===== config.mk =====
export PLATFORM = sky130hd
export DESIGN_NAME = histogram_ram_controller_flat
export DESIGN_NICKNAME = d
export VERILOG_FILES = /design/src/rtl/hist_pkg.sv /design/src/rtl/histogram_ram_controller_if.sv /design/src/rtl/inc_fifo.sv /design/src/rtl/histogram_ram_controller.sv /design/src/flat_wrapper.sv
export SDC_FILE = /design/constraint.sdc
export NUM_CORES = 1
export LEC_CHECK = 0
export ABC_AREA = 0
export BUFFER_PORTS_ARGS = -buffer_cell sky130_fd_sc_hd__buf_2
export CAP_MARGIN = 5
export CORE_UTILIZATION = 56
export CTS_BUF_LIST = sky130_fd_sc_hd__clkbuf_16
export DETAILED_ROUTE_END_ITERATION = 8
export GPL_TIMING_DRIVEN = 1
export PLACE_DENSITY = 0.76
export SLEW_MARGIN = 10
export SYNTH_ARGS = -nofsm -noshare
export SYNTH_HDL_FRONTEND = slang
export SYNTH_SLANG_ARGS = --single-unit

===== constraint.sdc =====
create_clock -name clk -period 3.7 [get_ports clk]
set_input_delay 0.74 -clock clk [delete_from_list [all_inputs] [get_ports clk]]
set_output_delay 0.74 -clock clk [all_outputs]
set_load 0.05 [all_outputs]

===== src/rtl/hist_pkg.sv =====
// hist_pkg: shared defaults, FSM encoding and saturation constant for the histogram RAM controller.
package hist_pkg;
    localparam int DEF_ADDR_W = 8;
    localparam int DEF_DATA_W = 16;
    localparam logic [DEF_DATA_W-1:0] SAT_ONES = '1;
    typedef enum logic [2:0] {IDLE, INC_RD, INC_WR, CLR, DMP_RD, DMP_HOLD} state_t;
endpackage


===== src/rtl/histogram_ram_controller_if.sv =====
// histogram_ram_controller_if: RAM port and dump stream between the controller and its neighbours.
interface histogram_ram_controller_if #(
    parameter int ADDR_W = 8,
    parameter int DATA_W = 16
);
    logic [ADDR_W-1:0] ram_addr;
    logic              ram_we;
    logic [DATA_W-1:0] ram_wdata;
    logic [DATA_W-1:0] ram_rdata;
    logic              dump_valid;
    logic              dump_ready;
    logic [ADDR_W-1:0] dump_addr;
    logic [DATA_W-1:0] dump_data;
    modport master (
        output ram_addr, ram_we, ram_wdata, dump_valid, dump_addr, dump_data,
        input  ram_rdata, dump_ready
    );
    modport slave (
        input  ram_addr, ram_we, ram_wdata, dump_valid, dump_addr, dump_data,
        output ram_rdata, dump_ready
    );
endinterface


===== src/rtl/inc_fifo.sv =====
// inc_fifo: synchronous FIFO of pending bin-increment addresses; DEPTH must be a power of two.
module inc_fifo #(
    parameter int W     = 8,
    parameter int DEPTH = 8
) (
    input  logic         clk,
    input  logic         rst,
    input  logic         push_i,
    input  logic         pop_i,
    input  logic [W-1:0] din_i,
    output logic         full_o,
    output logic         empty_o,
    output logic [W-1:0] head_o
);
    localparam int AW = $clog2(DEPTH);
    logic [W-1:0] mem_q [DEPTH];
    logic [AW:0]  wr_q, rd_q;

    always_ff @(posedge clk) begin
        if (push_i) mem_q[wr_q[AW-1:0]] <= din_i;
    end

    always_ff @(posedge clk) begin
        if (rst) begin
            wr_q <= '0;
            rd_q <= '0;
        end else begin
            wr_q <= push_i ? wr_q + 1'b1 : wr_q;
            rd_q <= pop_i ? rd_q + 1'b1 : rd_q;
        end
    end

    // Extra pointer bit separates full from empty when the indices coincide.
    assign empty_o = wr_q == rd_q;
    assign full_o  = (wr_q ^ rd_q) == {1'b1, {AW{1'b0}}};
    assign head_o  = mem_q[rd_q[AW-1:0]];
endmodule


===== src/rtl/histogram_ram_controller.sv =====
// histogram_ram_controller: queues bin increments as saturating read-modify-writes and
// sequences whole-memory clear and streamed readout with optional clear-on-read.
module histogram_ram_controller
    import hist_pkg::*;
#(
    parameter int ADDR_W     = DEF_ADDR_W,
    parameter int DATA_W     = DEF_DATA_W,
    parameter int FIFO_DEPTH = 8
) (
    input  logic              clk,
    input  logic              rst,
    input  logic              inc_valid,
    input  logic [ADDR_W-1:0] inc_addr,
    input  logic              clear_start,
    input  logic              dump_start,
    input  logic              clear_on_read,
    output logic              busy,
    output logic              fifo_full,
    output logic [15:0]       drop_count,
    histogram_ram_controller_if.master bus
);
    state_t            state_q, state_d;
    logic [ADDR_W-1:0] addr_q, addr_d, inc_addr_q, inc_addr_d, head;
    logic              cor_q, cor_d, fresh_q, push, pop, empty;
    logic [DATA_W-1:0] data_q;
    logic [15:0]       drop_q;

    // A full queue still accepts a push in the same cycle it is popped.
    assign push = inc_valid && (!fifo_full || pop);

    inc_fifo #(.W(ADDR_W), .DEPTH(FIFO_DEPTH)) u_fifo (
        .clk(clk), .rst(rst), .push_i(push), .pop_i(pop), .din_i(inc_addr),
        .full_o(fifo_full), .empty_o(empty), .head_o(head)
    );

    always_ff @(posedge clk) begin
        if (rst) begin
            state_q    <= IDLE;
            addr_q     <= '0;
            inc_addr_q <= '0;
            cor_q      <= 1'b0;
            fresh_q    <= 1'b0;
            data_q     <= '0;
            drop_q     <= '0;
        end else begin
            state_q    <= state_d;
            addr_q     <= addr_d;
            inc_addr_q <= inc_addr_d;
            cor_q      <= cor_d;
            fresh_q    <= state_q == DMP_RD;
            data_q     <= bus.dump_data;
            drop_q     <= (inc_valid && !push && !(&drop_q)) ? drop_q + 1'b1 : drop_q;
        end
    end

    always_comb begin
        state_d    = state_q;
        addr_d     = addr_q;
        inc_addr_d = inc_addr_q;
        cor_d      = cor_q;
        pop        = 1'b0;
        unique case (state_q)
            IDLE: begin
                if (clear_start) begin
                    state_d = CLR;
                    addr_d  = '0;
                end else if (dump_start) begin
                    state_d = DMP_RD;
                    addr_d  = '0;
                    cor_d   = clear_on_read;
                end else if (!empty) begin
                    state_d    = INC_RD;
                    pop        = 1'b1;
                    inc_addr_d = head;
                end
            end
            INC_RD: state_d = INC_WR;
            INC_WR: state_d = IDLE;
            CLR: begin
                state_d = (&addr_q) ? IDLE : CLR;
                addr_d  = (&addr_q) ? addr_q : addr_q + 1'b1;
            end
            DMP_RD: state_d = DMP_HOLD;
            DMP_HOLD: begin
                if (bus.dump_ready) begin
                    state_d = (&addr_q) ? IDLE : DMP_RD;
                    addr_d  = (&addr_q) ? addr_q : addr_q + 1'b1;
                end
            end
            default: state_d = IDLE;
        endcase
    end

    // Read data arrives in the first HOLD cycle; afterwards the registered copy is presented.
    assign bus.dump_data  = (state_q == DMP_HOLD && fresh_q) ? bus.ram_rdata : data_q;
    assign bus.dump_valid = state_q == DMP_HOLD;
    assign bus.dump_addr  = addr_q;
    assign bus.ram_addr   = (state_q == INC_RD || state_q == INC_WR) ? inc_addr_q : addr_q;
    assign bus.ram_we     = state_q == INC_WR || state_q == CLR ||
                            (state_q == DMP_HOLD && cor_q && bus.dump_ready);
    assign bus.ram_wdata  = state_q != INC_WR ? '0 :
                            (&bus.ram_rdata) ? bus.ram_rdata : bus.ram_rdata + 1'b1;
    assign busy           = state_q == CLR || state_q == DMP_RD || state_q == DMP_HOLD;
    assign drop_count     = drop_q;
endmodule


===== src/flat_wrapper.sv =====
// flat-port wrapper written by rule: the top's interface ports become plain ports
module histogram_ram_controller_flat import hist_pkg::*;
#(
    parameter int ADDR_W     = DEF_ADDR_W,
    parameter int DATA_W     = DEF_DATA_W,
    parameter int FIFO_DEPTH = 8
)
  (clk, rst, inc_valid, inc_addr, clear_start, dump_start, clear_on_read, busy, fifo_full, drop_count, bus_ram_addr, bus_ram_we, bus_ram_wdata, bus_dump_valid, bus_dump_addr, bus_dump_data, bus_ram_rdata, bus_dump_ready);
  histogram_ram_controller_if #(.ADDR_W(ADDR_W), .DATA_W(DATA_W)) bus_i ();
  input  logic clk;
  input  logic rst;
  input  logic inc_valid;
  input  logic [ADDR_W-1:0] inc_addr;
  input  logic clear_start;
  input  logic dump_start;
  input  logic clear_on_read;
  output logic busy;
  output logic fifo_full;
  output logic [15:0] drop_count;
  output wire logic [$bits(bus_i.ram_addr)-1:0] bus_ram_addr;
  output wire logic [$bits(bus_i.ram_we)-1:0] bus_ram_we;
  output wire logic [$bits(bus_i.ram_wdata)-1:0] bus_ram_wdata;
  output wire logic [$bits(bus_i.dump_valid)-1:0] bus_dump_valid;
  output wire logic [$bits(bus_i.dump_addr)-1:0] bus_dump_addr;
  output wire logic [$bits(bus_i.dump_data)-1:0] bus_dump_data;
  input wire logic [$bits(bus_i.ram_rdata)-1:0] bus_ram_rdata;
  input wire logic [$bits(bus_i.dump_ready)-1:0] bus_dump_ready;
  assign bus_ram_addr = bus_i.ram_addr;
  assign bus_ram_we = bus_i.ram_we;
  assign bus_ram_wdata = bus_i.ram_wdata;
  assign bus_dump_valid = bus_i.dump_valid;
  assign bus_dump_addr = bus_i.dump_addr;
  assign bus_dump_data = bus_i.dump_data;
  assign bus_i.ram_rdata = bus_ram_rdata;
  assign bus_i.dump_ready = bus_dump_ready;
  histogram_ram_controller #(.ADDR_W(ADDR_W), .DATA_W(DATA_W), .FIFO_DEPTH(FIFO_DEPTH)) u_core (.clk(clk), .rst(rst), .inc_valid(inc_valid), .inc_addr(inc_addr), .clear_start(clear_start), .dump_start(dump_start), .clear_on_read(clear_on_read), .busy(busy), .fifo_full(fifo_full), .drop_count(drop_count), .bus(bus_i));
endmodule

# Yosys cells after proc, flatten, opt, wreduce, memory -nomap -nowiden
# Memory sizes are Yosys's and may differ from the RTL's. A register that Yosys moved wholly into a read port is not among the register bits.
# Cells that the tools add are included.
op_classes:
  n_addsub: 5
  n_reduce_logical: 24
  n_bitwise: 4
  eq_ne: 11
  mux: 22
ops:
  columns: ["operator", "n"]
  rows:
  - ["two-way mux 16 bit", 3]
  - ["two-way mux 8 bit", 5]
  - ["adder 16 x 1 -> 16 bit (second input constant)", 2]
  - ["AND reduction 16 bit", 2]
  - ["one-hot mux 8 bit (3 select lines)", 1]
  - ["two-way mux 3 bit", 5]
  - ["one-hot mux 3 bit (5 select lines)", 1]
  - ["adder 4 x 1 -> 4 bit (second input constant)", 2]
  - ["adder 8 x 1 -> 8 bit (second input constant)", 1]
  - ["AND reduction 8 bit", 1]
  - ["equality test 3 x 2 -> 1 bit (second input constant)", 2]
  - ["equality test 3 bit (second input constant)", 2]
  - ["logical AND 1 bit", 6]
  - ["logical OR 1 bit", 6]
  - ["two-way mux 1 bit", 6]
  - ["AND reduction 3 bit", 2]
  - ["equality test 4 bit", 1]
  - ["equality test 4 bit (second input constant)", 1]
  - ["!= test 4 bit (second input constant)", 1]
  - ["AND reduction 4 bit", 1]
  - ["XOR 4 bit", 1]
  - ["equality test 3 x 1 -> 1 bit (second input constant)", 1]
  - ["zero test 1 bit", 3]
  - ["zero test 3 bit", 1]
  - ["other kinds (7)", 9]
word_totals:
  out_inout_bits: 68
  memories: 1
  reg_bits: 53
  ramBits: 64
mem_list:
  columns: ["memory", "words", "word_bits", "read_ports", "rd_ports_with_merged_regs", "write_ports", "line", "text"]
  rows:
  - ["u_core.u_fifo.mem_q", 8, 8, 1, 1, 1, "inc_fifo.sv:16", "logic [W-1:0] mem_q [DEPTH];"]

# Depth between registers and ports, before layout
depth:
  word_depth: 10
  ltp_mapped: 7

# Hierarchy
# From an unflattened synthesis, not the netlist that was laid out.
unflattened:
  cells_unflattened: 547
  hier_area_um2: 6180.9
modules_own_cells:
  columns: ["mod", "area_each_um2", "cells_each", "seq_area_each_um2", "n_inst"]
  rows:
  - ["histogram_ram_controller", 3219.3, 397, 1061.0, 1]
  - ["inc_fifo", 2961.6, 150, 2142.1, 1]

# Least setup slack after synthesis
# No wires, ideal clock.
synth_path:
  path_type: "input to output"
  from: "in bus_ram_rdata[0]"
  to: "out bus_ram_wdata[12]"
  stages: 6
  arrival_time_ns: 2.837
  slack_ns: 0.123
  path_cell_list: "ha_1 nand2_1 nor3_1 and4_1 nor2_1 a211oi_1"
synth_between:
  elab_chain_cells: 3
  word_cells_on_any_way: 4
synth_rtl:
  columns: ["item", "line", "text"]
  rows:
  - ["from (decl)", "flat_wrapper.sv:26", "input wire logic [$bits(bus_i.ram_rdata)-1:0] bus_ram_rdata;"]
  - ["adder 16 x 1 -> 16 bit / AND reduction 16 bit (equally long branches)", "histogram_ram_controller.sv:102", "(&bus.ram_rdata) ? bus.ram_rdata : bus.ram_rdata + 1'b1;"]
  - ["two-way mux 16 bit *", "histogram_ram_controller.sv:102", null]
  - ["two-way mux 16 bit *", "histogram_ram_controller.sv:101", "assign bus.ram_wdata = state_q != INC_WR ? '0 :"]
  - ["to (decl)", "flat_wrapper.sv:22", "output wire logic [$bits(bus_i.ram_wdata)-1:0] bus_ram_wdata;"]
# Mark *: on every way between the ends. The rest lies on a longest branch, timed or not.

# Worst setup path after layout
# Same ends and word-level chain as after synthesis.

==> run metrics <==
status complete, no violations; Synth area leaders edfxtp_1, dfxtp_1, mux4_2; vias in the first global route 4,105; CP peak stage delay 0.44 ns; hold path start u_core.cor_q$_SDFFE_PP0P_; global-route wire length before repair 20.53 mm; Sink Count 125; IO Port Bufs 98; H-tree depth 4; P&R area growth vs syn 22.03%; num ports 99; Final Worst Setup Slack 0.4467 ns; r2r setup slk 0.73 ns; Setup Skew 0.005207 ns; initial antenna violation count 0; crit path cell chain buf_2 > ha_1 > nand2_1 > nor3_1 > and4_1 > nor2_1 > a211oi_1 > buf_2; die span in x 103.8 um; Post-CTS Setup Repair Bufs 0; WP data arrival 2.51 ns; Via Count 4,402; cts bufs inserted 17; Tot GR Track Use 0.2422; number of synthesized flops with an enable pin 64; most common cell in the netlist edfxtp_1; Rel. slew slack 0.4369; hold_buf cts 0; Syn Area/Cell 11.70 um^2; Pleak 2.777 nW; crit end category output port; drt pass-1 iters 5; Reg2Reg Launch Point u_core.state_q[2]$_SDFFE_PP0P_; Root Buffer clkbuf_16; post-route ant nets 0; Post-Synthesis Cells 496; Die Span Y 103.8 um; flop and latch count out of synthesis 125; Post-Place Cell Area 6472 um^2; crit path launch type input port; PD cells 507.6 nW/um^2; yosys warns 0; Clk Latency, worst-skew pair 0.40 ns; share of cells above drive strength 1 0.3172; Post-synth top cells edfxtp_1, dfxtp_1, nor2_1, mux2_2, nor2b_1; Worst-path clk slew 0.06 ns; register area share after synthesis 0.5414; Slew Limit Fails 0; CTS tree built; WL/cell 16.98 um; final global-route overflow total 0; setup tns final 0 ns; Yosys top cell area share 0.3310; maximum vdd drop 0.3594 mV; ys flop type edfxtp_1; cts repair resizes 0; pre-CTS setup slack 0.4921 ns; total detailed-routing wirelength 12.75 mm; CP Class input port to output port; GPL Wtd Cong 0.8886; row cnt 36; vias per std cell 5.862; pin count of the biggest net entering global routing 44; Layout fillers 732; Worst Path Required 2.96 ns; asr flop ratio synth 0; Fmax 307.4 MHz; die area 10,780 um^2; period utilization 0.8793; number of max-cap violations 0; final hold vios 0; clk buf depth 2; Net Count, Synth 532; Ant. Diodes 0; DRC 0; final net count 641; HPWL after DPL 8.481 mm; final instance area 7084 um^2; Synth cell types 50; Final setup viols 0; Worst-Margin Slew 0.8381 ns; mapped cell area 5806 um^2; cell taking the most area after synthesis edfxtp_1; Most Frequent Cell on Critical Path buf_2; Max FO, Critical Path 5; crit path time final 3.253 ns; Initial Util 0.5859; Slowest-stage cell, CP nor3_1; unrepaired setup endpoints after global routing no; Core Footprint 9910 um^2; DRT iter0 DRCs 242; crit path from bus_ram_rdata[0]; hold crit path type register to register
[critical path: cells and delay by family]
| family | cells | cell delay (ns) |
|---|---|---|
| compound gates | 1 | 0.20 |
| buf+inv | 2 | 0.43 |
| fa+ha+maj | 1 | 0.23 |
| simple gates | 4 | 0.91 |
[final cells by class]
| cell class | instances | area [um^2] | share of cell area |
|---|---|---|---|
| Clock inverter | 15 | 186.4 | 0.02632 |
| Multi-Input combinational cell | 343 | 2549 | 0.3598 |
| Sequential cell | 125 | 3143 | 0.4437 |
| Timing Repair Buffer | 111 | 588.1 | 0.08301 |
| Clock buffer | 17 | 425.4 | 0.06005 |
| Inverter | 7 | 26.28 | 0.003709 |
| Tap cell | 133 | 166.4 | 0.02349 |
[path summary, 6_finish.rpt]
kind,endpoint,cells after the start
max,bus_ram_wdata[12],8
min,u_core.cor_q$_SDFFE_PP0P_,2
max reg2reg,u_core.u_fifo.mem_q[4][3]$_DFFE_PP_,6
min reg2reg,u_core.cor_q$_SDFFE_PP0P_,2
[stage by stage]
step	util	total power [mW]	cells	hold slack, ns
2_1_floorplan	-	1.821	496	0.4540
3_3_place_gp	0.6532	1.918	719	0.4643
3_5_place_dp	0.6532	1.928	719	0.4711
4_1_cts	0.7149	3.612	751	0.4831
5_1_grt	0.7149	3.712	751	0.5018
6_report	0.7149	3.596	751	0.4825
[sequential cells by signal (all words and copies together) (netlist names)]
register	count
u_core.data_q	16
u_core.bus.dump_addr	8
u_core.u_fifo.wr_q	4
u_core.state_q	3
u_core.u_fifo.mem_q	64
u_core.cor_q	1
u_core.u_fifo.rd_q	4
u_core.drop_count	16
u_core.fresh_q	1
u_core.inc_addr_q	8
[layout by cell type, fill, tap and decap left out, types with 4 or more instances in the layout]
master	instances
nor3_1	18
or4_1	6
buf_2	98
xnor2_1	6
buf_4	13
inv_6	5
inv_1	8
a21oi_1	13
xor2_1	17
mux4_2	16
and3_1	9
o31ai_1	4
mux2_2	29
nand2b_1	7
o21ai_0	9
nor2_1	60
nand4_1	14
nand2_1	21
mux2i_1	13
edfxtp_1	64
ha_1	5
a211oi_1	11
a31oi_1	4
nand3_1	15
dfxtp_1	61
and4_1	8
clkbuf_16	17
nor2b_1	23
[routing by layer]
layer  track usage  wire length (um)  vias up
li1              -                 -     2084
met1        0.3140              5598     2135
met2        0.3986              6207      159
met3       0.05538               737       24
met4       0.08673               210        0
met5             0                 0        -
[cells by family after synthesis]
family,share of synthesized area
AO/OA/AOI/OAI,0.06983
AND/OR/NAND/NOR,0.1765
multiplexers,0.1407
XOR/XNOR,0.04030
buffers and inverters,0.02047
adder cells (fa/ha/maj),0.01078
flip-flops,0.5414
[where the power goes]
group          leakage (nW)  switching [mW]  internal (mW)
Combinational          1.41           0.255          0.126
Sequential             1.07          0.0298           1.49
Clock                 0.293           0.623           1.07
Total                  2.78           0.908           2.69
No activity file was read; power rests on OpenSTA's default activity.
